## src/rtl/multi_cycle_ctrl.sv

```systemverilog
// Multi-cycle RISC-V control FSM: sequences PC, IR, register file, ALU and the unified
// memory port, waits on memory ready, and counts retired instructions.
module multi_cycle_ctrl #(
  parameter int unsigned CNT_W = 32
) (
  input  logic             clk_i,
  input  logic             nrst_i,
  input  logic [6:0]       opcode_i,
  input  logic             zero_i,
  input  logic             mem_ready_i,
  output logic             pc_write_o,
  output logic             pc_src_o,
  output logic             iord_o,
  output logic             ir_write_o,
  output logic             mem_read_o,
  output logic             mem_write_o,
  output logic             mem_to_reg_o,
  output logic             reg_write_o,
  output logic             alu_src_a_o,
  output logic [1:0]       alu_src_b_o,
  output logic [1:0]       alu_op_o,
  output logic             illegal_o,
  output logic [2:0]       state_o,
  output logic [CNT_W-1:0] retired_o
);

  localparam logic [6:0] OP_R      = 7'b0110011;
  localparam logic [6:0] OP_I      = 7'b0010011;
  localparam logic [6:0] OP_LOAD   = 7'b0000011;
  localparam logic [6:0] OP_STORE  = 7'b0100011;
  localparam logic [6:0] OP_BRANCH = 7'b1100011;

  typedef enum logic [2:0] {
    S_FETCH  = 3'd0,
    S_DECODE = 3'd1,
    S_EXEC   = 3'd2,
    S_MEM    = 3'd3,
    S_WB     = 3'd4,
    S_HALT   = 3'd5
  } state_t;

  state_t           state, state_next;
  logic             retire_c;
  logic             set_illegal_c;
  logic             illegal_q;
  logic [CNT_W-1:0] retired_q;
  logic             legal_c;

  assign legal_c = (opcode_i == OP_R) || (opcode_i == OP_I) || (opcode_i == OP_LOAD) ||
                   (opcode_i == OP_STORE) || (opcode_i == OP_BRANCH);

  // State, sticky illegal flag and retire counter
  always_ff @(posedge clk_i or negedge nrst_i) begin
    if (!nrst_i) begin
      state     <= S_FETCH;
      illegal_q <= 1'b0;
      retired_q <= '0;
    end else begin
      state <= state_next;
      if (set_illegal_c) illegal_q <= 1'b1;
      if (retire_c) retired_q <= retired_q + CNT_W'(1);
    end
  end

  // Next state and datapath controls
  always_comb begin
    state_next    = state;
    retire_c      = 1'b0;
    set_illegal_c = 1'b0;
    pc_write_o    = 1'b0;
    pc_src_o      = 1'b0;
    iord_o        = 1'b0;
    ir_write_o    = 1'b0;
    mem_read_o    = 1'b0;
    mem_write_o   = 1'b0;
    mem_to_reg_o  = 1'b0;
    reg_write_o   = 1'b0;
    alu_src_a_o   = 1'b0;
    alu_src_b_o   = 2'b00;
    alu_op_o      = 2'b00;
    case (state)
      S_FETCH: begin
        mem_read_o  = 1'b1;
        alu_src_b_o = 2'b01;
        if (mem_ready_i) begin
          ir_write_o = 1'b1;
          pc_write_o = 1'b1;
          state_next = S_DECODE;
        end
      end
      S_DECODE: begin
        // PC + (imm<<1) lands in ALUOut for a possible branch
        alu_src_b_o = 2'b11;
        if (legal_c) begin
          state_next = S_EXEC;
        end else begin
          state_next    = S_HALT;
          set_illegal_c = 1'b1;
        end
      end
      S_EXEC: begin
        alu_src_a_o = 1'b1;
        case (opcode_i)
          OP_R: begin
            alu_op_o   = 2'b10;
            state_next = S_WB;
          end
          OP_I: begin
            alu_src_b_o = 2'b10;
            alu_op_o    = 2'b10;
            state_next  = S_WB;
          end
          OP_LOAD, OP_STORE: begin
            alu_src_b_o = 2'b10;
            state_next  = S_MEM;
          end
          OP_BRANCH: begin
            alu_op_o   = 2'b01;
            pc_src_o   = 1'b1;
            pc_write_o = zero_i;
            retire_c   = 1'b1;
            state_next = S_FETCH;
          end
          default: state_next = S_FETCH;
        endcase
      end
      S_MEM: begin
        iord_o = 1'b1;
        if (opcode_i == OP_LOAD) begin
          mem_read_o = 1'b1;
          if (mem_ready_i) state_next = S_WB;
        end else if (opcode_i == OP_STORE) begin
          mem_write_o = 1'b1;
          if (mem_ready_i) begin
            retire_c   = 1'b1;
            state_next = S_FETCH;
          end
        end else begin
          state_next = S_FETCH;
        end
      end
      S_WB: begin
        reg_write_o  = 1'b1;
        mem_to_reg_o = (opcode_i == OP_LOAD);
        retire_c     = 1'b1;
        state_next   = S_FETCH;
      end
      S_HALT: state_next = S_HALT;
      default: state_next = S_FETCH;
    endcase
  end

  assign illegal_o = illegal_q;
  assign retired_o = retired_q;
  assign state_o   = state;

endmodule

```

## config.mk

```make
export PLATFORM = sky130hd
export DESIGN_NAME = multi_cycle_ctrl
export DESIGN_NICKNAME = d
export VERILOG_FILES = /design/src/rtl/multi_cycle_ctrl.sv
export SDC_FILE = /design/constraint.sdc
export NUM_CORES = 1
export LEC_CHECK = 0
export CORE_ASPECT_RATIO = 1.75
export CORE_MARGIN = 5
export CORE_UTILIZATION = 42
export DETAILED_ROUTE_END_ITERATION = 12
export PLACE_DENSITY = 0.8
export SYNTH_ARGS = -nofsm -noshare
export SYNTH_HDL_FRONTEND = slang
export SYNTH_SLANG_ARGS = --single-unit
```

## constraint.sdc

```tcl
create_clock -name clk_i -period 1.65 [get_ports clk_i]
set_input_delay 0.33 -clock clk_i [delete_from_list [all_inputs] [get_ports clk_i]]
set_output_delay 0.33 -clock clk_i [all_outputs]
set_load 0.05 [all_outputs]
```

* Word-level counts from Yosys, hierarchy flattened
Index checks and enable logic that the tools add are counted.
W data, S select, Z words.
** Word-level totals
- Flip-flop bits (word level) :: 36
- Latch bits :: 0
- RAM bits :: 0
- Bits in read-only memories :: 0
- Input bits :: 11
- Output and inout port bits :: 49
- Word-level logic and storage cells :: 58
- Memories kept :: 0
** Operators by class
- Add/subtract/negate cells :: 1
- Multiply operators :: 0
- Divide/modulo/power cells :: 0
- Order comparisons :: 0
- Equal/unequal tests :: 13
- Shifts and indexed selects :: 0
- Multiplexer cells :: 32
- Bitwise gates (word level) :: 0
- Reduce and logical (&&, ||, !) cells :: 9
** Operators with widths (number)
- $add A32 B1 Y32 const B :: 1
- $mux W3 :: 6
- $mux W1 :: 17
- $pmux W3 S5 :: 1
- $eq A7 B6 Y1 const B :: 2
- $eq A7 B2 Y1 const B :: 1
- $eq A7 B5 Y1 const B :: 1
- $eq A7 B7 Y1 const B :: 1
- $eq A3 B2 Y1 const B :: 2
- $eq A3 B3 Y1 const B :: 2
- $ne A3 B3 Y1 const B :: 2
- $pmux W2 S3 :: 1
- $pmux W3 S2 :: 1
- $logic_or A1 B1 Y1 :: 4
- $mux W2 :: 2
- $pmux W1 S2 :: 2
- $pmux W2 S2 :: 1
- $reduce_or A2 Y1 :: 2
- $eq A3 B1 Y1 const B :: 1
- $logic_not A3 Y1 :: 1
- $pmux W1 S3 :: 1
- $reduce_and A3 Y1 :: 1
- $reduce_or A3 Y1 :: 1
- $ne A2 B2 Y1 const B :: 1

* Longest topological paths before layout
- Word-level depth :: 7
- Mapped depth :: 7
- Depth with buffers taken out :: 6

* Worst setup path after synthesis
No wires, ideal clock.
- Path kind :: register to output
- Start point :: reg state[2], in the netlist state_o[2]
- End point :: out pc_write_o
- Arrival :: 2.924 ns
- Data required time :: 1.320 ns
- Slack :: -1.604 ns
- Cell stages (with the launch flop) :: 4
- Buffers on the path :: 1
- Cell sequence :: dfrtp_1 > clkbuf_1 > nor4_1 > a21o_1
** Between the ends
- Cells in the longest elaborated chain, start to end :: 2
- Elaborated cells between the ends (all ways) :: 3
- Those cells by class :: eq/ne: 1; mux: 1; reduce/logical: 1
** Ends and longest elaborated chain
- start, declared :: line 42 : state_t state, state_next;
- start signal, assigned :: line 59 : state <= state_next;
- $eq A3 B2 Y1 / $logic_not A3 Y1 (equally long branches) :: line 81 : case (state)
- $pmux W1 S2 (*) :: line 81
- end, declared :: line 11 : output logic pc_write_o,
Mark *: on every way between the ends. The rest lies on a longest branch, timed or not.

* Final worst setup path
- Start point :: reg state[0], in the netlist state_o[0]
- End point :: reg retired_q[16], in the netlist retired_o[16]
** Between the ends
- Cells in the longest elaborated chain, start to end :: 2
- Elaborated cells between the ends (all ways) :: 4
- Those cells by class :: eq/ne: 3; mux: 1
** Ends and longest elaborated chain
- $eq A3 B3 Y1 / $eq A3 B2 Y1 (equally long branches) :: line 81
- $pmux W1 S3 (*) :: line 81
- end signal, assigned :: line 61 : if (retire_c) retired_q <= retired_q + CNT_W'(1);
- end, declared :: line 46 : logic [CNT_W-1:0] retired_q;
Marks and branches as above.
A chain may end at the register's enable or synchronous reset.

==> summary.txt <==
Tot Pwr = 5.14 mW
largest net degree at the start of global routing = 37
core region area = 4670 µm²
CP Class = reg -> reg
# DRC = 0
Avg Vias per Cell = 6.28
sequential-to-total area share from yosys stat = 44.9%
final setup fails = 47
arrival time worst endpoint = 2.49 ns
failing checks = setup timing
Vias = 2524
required time of the worst setup path = 1.84 ns
Detailed Place HPWL = 5.35 mm
Mapped Nets = 198
CTS tree = yes
Layout Cells excl Fill = 402
CP max stage delay = 0.45 ns
DRT iter0 DRCs = 146
die extent in y = 101 µm
Die X = 62.3 µm
Routed Antenna Nets = 0
share of cells above drive strength 1 = 68.3%
crit path from = state_o[0]$_DFFE_PN0P_
NumNets Final = 361
Syn Inst Count = 186
# rows = 33
detailed-router iteration count before antenna repair = 5
worst r2r path cells = 9
Area Growth Syn to Fin = 124%
total gr overflow = 0
R2R Setup Slk = -0.65 ns
commonest non-fill, non-tap cell in the layout = buf_4
crit path max fanout = 7
LEAKAGE = 2.40 nW
critical path buffer and inverter count = 4
total CTS buffers = 5
yosys warns = 0
root buffer cell = clkbuf_8
CP most frequent cell = buf_6
Critical-path top delay cell = dfrtp_2
placed insts = 364
number of diodes = 0
CTS sink cnt = 36
Post-Route Utilization = 96.5%
H-tree Lvls = 2
total track usage = 34.5%
Filler Cells Inserted = 85
Clock Tree Buf Depth = 2
clk slew on worst S/H paths = 0.08 ns
peak supply drop = 1520 µV
antenna violations before repair = 0
library cells used by synthesis = 43
Synth Register Bits = 36
slew at the pin closest to its max-slew limit = 0.579 ns
first-pass GRT wire length = 16.5 mm
Period minus WS final = 2.30 ns
crit share post-route = 140%
f_max = 434 MHz
outcome = finished, violations left
Worst Hold Slack = 0.408 ns
Reg2Reg Capture Point = retired_o[16]$_DFFE_PN0P_
Initial Util = 43.0%
DR WL/cell = 31.2 µm
delay-heaviest family, CP = simple AND/OR/NAND/NOR gates
reg2reg start = state_o[0]$_DFFE_PN0P_
number of max-cap violations = 0
quantity of hold-fixing buffers added after cts = 0
vias in the first global route = 2703
Power Density = 1140 nW/µm²
Worst Setup Start Kind = register
clk_lat worst skew = 0.31 ns
fin. max-slew vios = 0
RSZ-0062 raised after global routing = yes
Port Buf Inserts = 59
Avg Cell Area, Syn = 10.8 µm²
Final Hold Vio Count = 0
Hold Path Class = in -> async
IO Pins = 60
setup ws final = -0.654 ns
Detailed Route WL = 12.6 mm
most frequent cells in the layout = 81 x buf_4, 43 x buf_12, 30 x dfrtp_1, 26 x buf_6, 24 x xor2_1
critical path, cell by cell = buf_6 -> buf_6 -> nand3b_1 -> nor4_4 -> a211oi_4 -> buf_6 -> buf_16 -> nor3b_4 -> xnor2_1
max_slew headroom = 61.3%
RD Place Congestion = 0.949
Worst Clk Skew = 0.0108 ns
total die area = 6320 µm²
cell area after synthesis = 2010 µm²
CP Capture Type = register
==> timing repair <==
action                                 in CTS  in global routing
cloned                                      1                  0
gates resized for setup                    78                 32
endpoints found under the hold margin       0                  0
buffers inserted                           23                 12
setup endpoints to repair                  48                 49
pin swaps                                  40                 36
==> synth_stat cells, drive strengths merged <==
cell,number,share of area [%]
dfrtp,36,45
xor2,24,10
nand2,15,2.8
nor2,13,2.4
nor4,13,8.2
nand3,11,2.7
nor3,8,2.0
xnor2,7,3.1
nand4,6,2.2
and3,5,1.6
buf,5,1.7
inv,5,0.94
nor3b,5,1.9
nand2b,3,1.7
nor4b,3,2.1
a211oi,2,1.4
a21o,2,0.75
a21oi,2,0.50
a32oi,2,0.87
and2,2,0.62
nand3b,2,0.75
o21ai,2,0.50
or2,2,0.62
a211o,1,0.44
a311oi,1,0.44
a31o,1,0.44
and4,1,0.44
clkbuf,1,0.19
ha,1,0.62
nand4bb,1,1.4
nor2b,1,0.31
o22a,1,0.44
o41ai,1,0.44
or4,1,0.37
==> sequential cells by signal, indices dropped and copies added (netlist names) <==
name and count:
retired_o 32, state_o 3, illegal_o 1
==> metrics by stage <==
step | area [µm²] | setup WS [ns] | TNS, ns
global placement | 3770 | -0.598 | -21.74
global route | 4500 | -0.652 | -20.34
detailed placement | 3770 | -0.693 | -23.51
floorplan | 2220 | -0.879 | -27.96
CTS | 4310 | -0.312 | -8.03
finish | 4500 | -0.654 | -19.77
==> where the power goes <==
part,internal [mW],leakage (nW),total (mW),switching (mW)
clock,0.342,0.0455,0.704,0.363
sequential,0.974,0.471,1.09,0.117
combinational,1.57,1.88,3.34,1.77
total,2.89,2.40,5.14,2.25
==> final cells by class <==
| class | count | area, µm² | share of cell area (%) |
|---|---|---|---|
| Tap cell | 52 | 65.1 | 1.44 |
| Multi-Input combinational cell | 139 | 1520 | 33.8 |
| Sequential cell | 36 | 908 | 20.2 |
| Inverter | 5 | 18.8 | 0.417 |
| Clock buffer | 8 | 90.1 | 2.00 |
| Timing Repair Buffer | 162 | 1900 | 42.1 |
==> worst reg2reg max path, cell delays in order (launching register included) <==
cell and delay [ns]:
dfrtp_2 0.45, buf_6 0.15, buf_6 0.10, nand3b_1 0.16, nor4_4 0.37, a211oi_4 0.17
buf_6 0.18, buf_16 0.15, nor3b_4 0.23, xnor2_1 0.22
==> worst max path at each step <==
| stage | to | depth (start not counted) |
|---|---|---|
| detailed placement | retired_o[22]$_DFFE_PN0P_ | 7 |
| global placement | mem_read_o | 7 |
| finish | retired_o[16]$_DFFE_PN0P_ | 9 |
| floorplan | retired_o[10]$_DFFE_PN0P_ | 6 |
| global route | retired_o[16]$_DFFE_PN0P_ | 9 |
| CTS | mem_read_o | 7 |
==> cell families after synthesis <==
logic type | synth area share, %
compound gates | 6.17
xor+xnor | 13.5
fa+ha+maj | 0.623
buf+inv | 2.81
flops | 44.9
simple gates | 32.0
==> metal layers <==
layer / wire [µm] / vias to the layer above / track usage [%]
met5: 0 / - / 0
met4: 1260 / 0 / 21.7
met3: 910 / 96 / 7.44
met2: 6550 / 213 / 64.1
met1: 3840 / 1232 / 34.0
li1: - / 983 / -
Note: power is estimated with default switching activity, not from simulation.
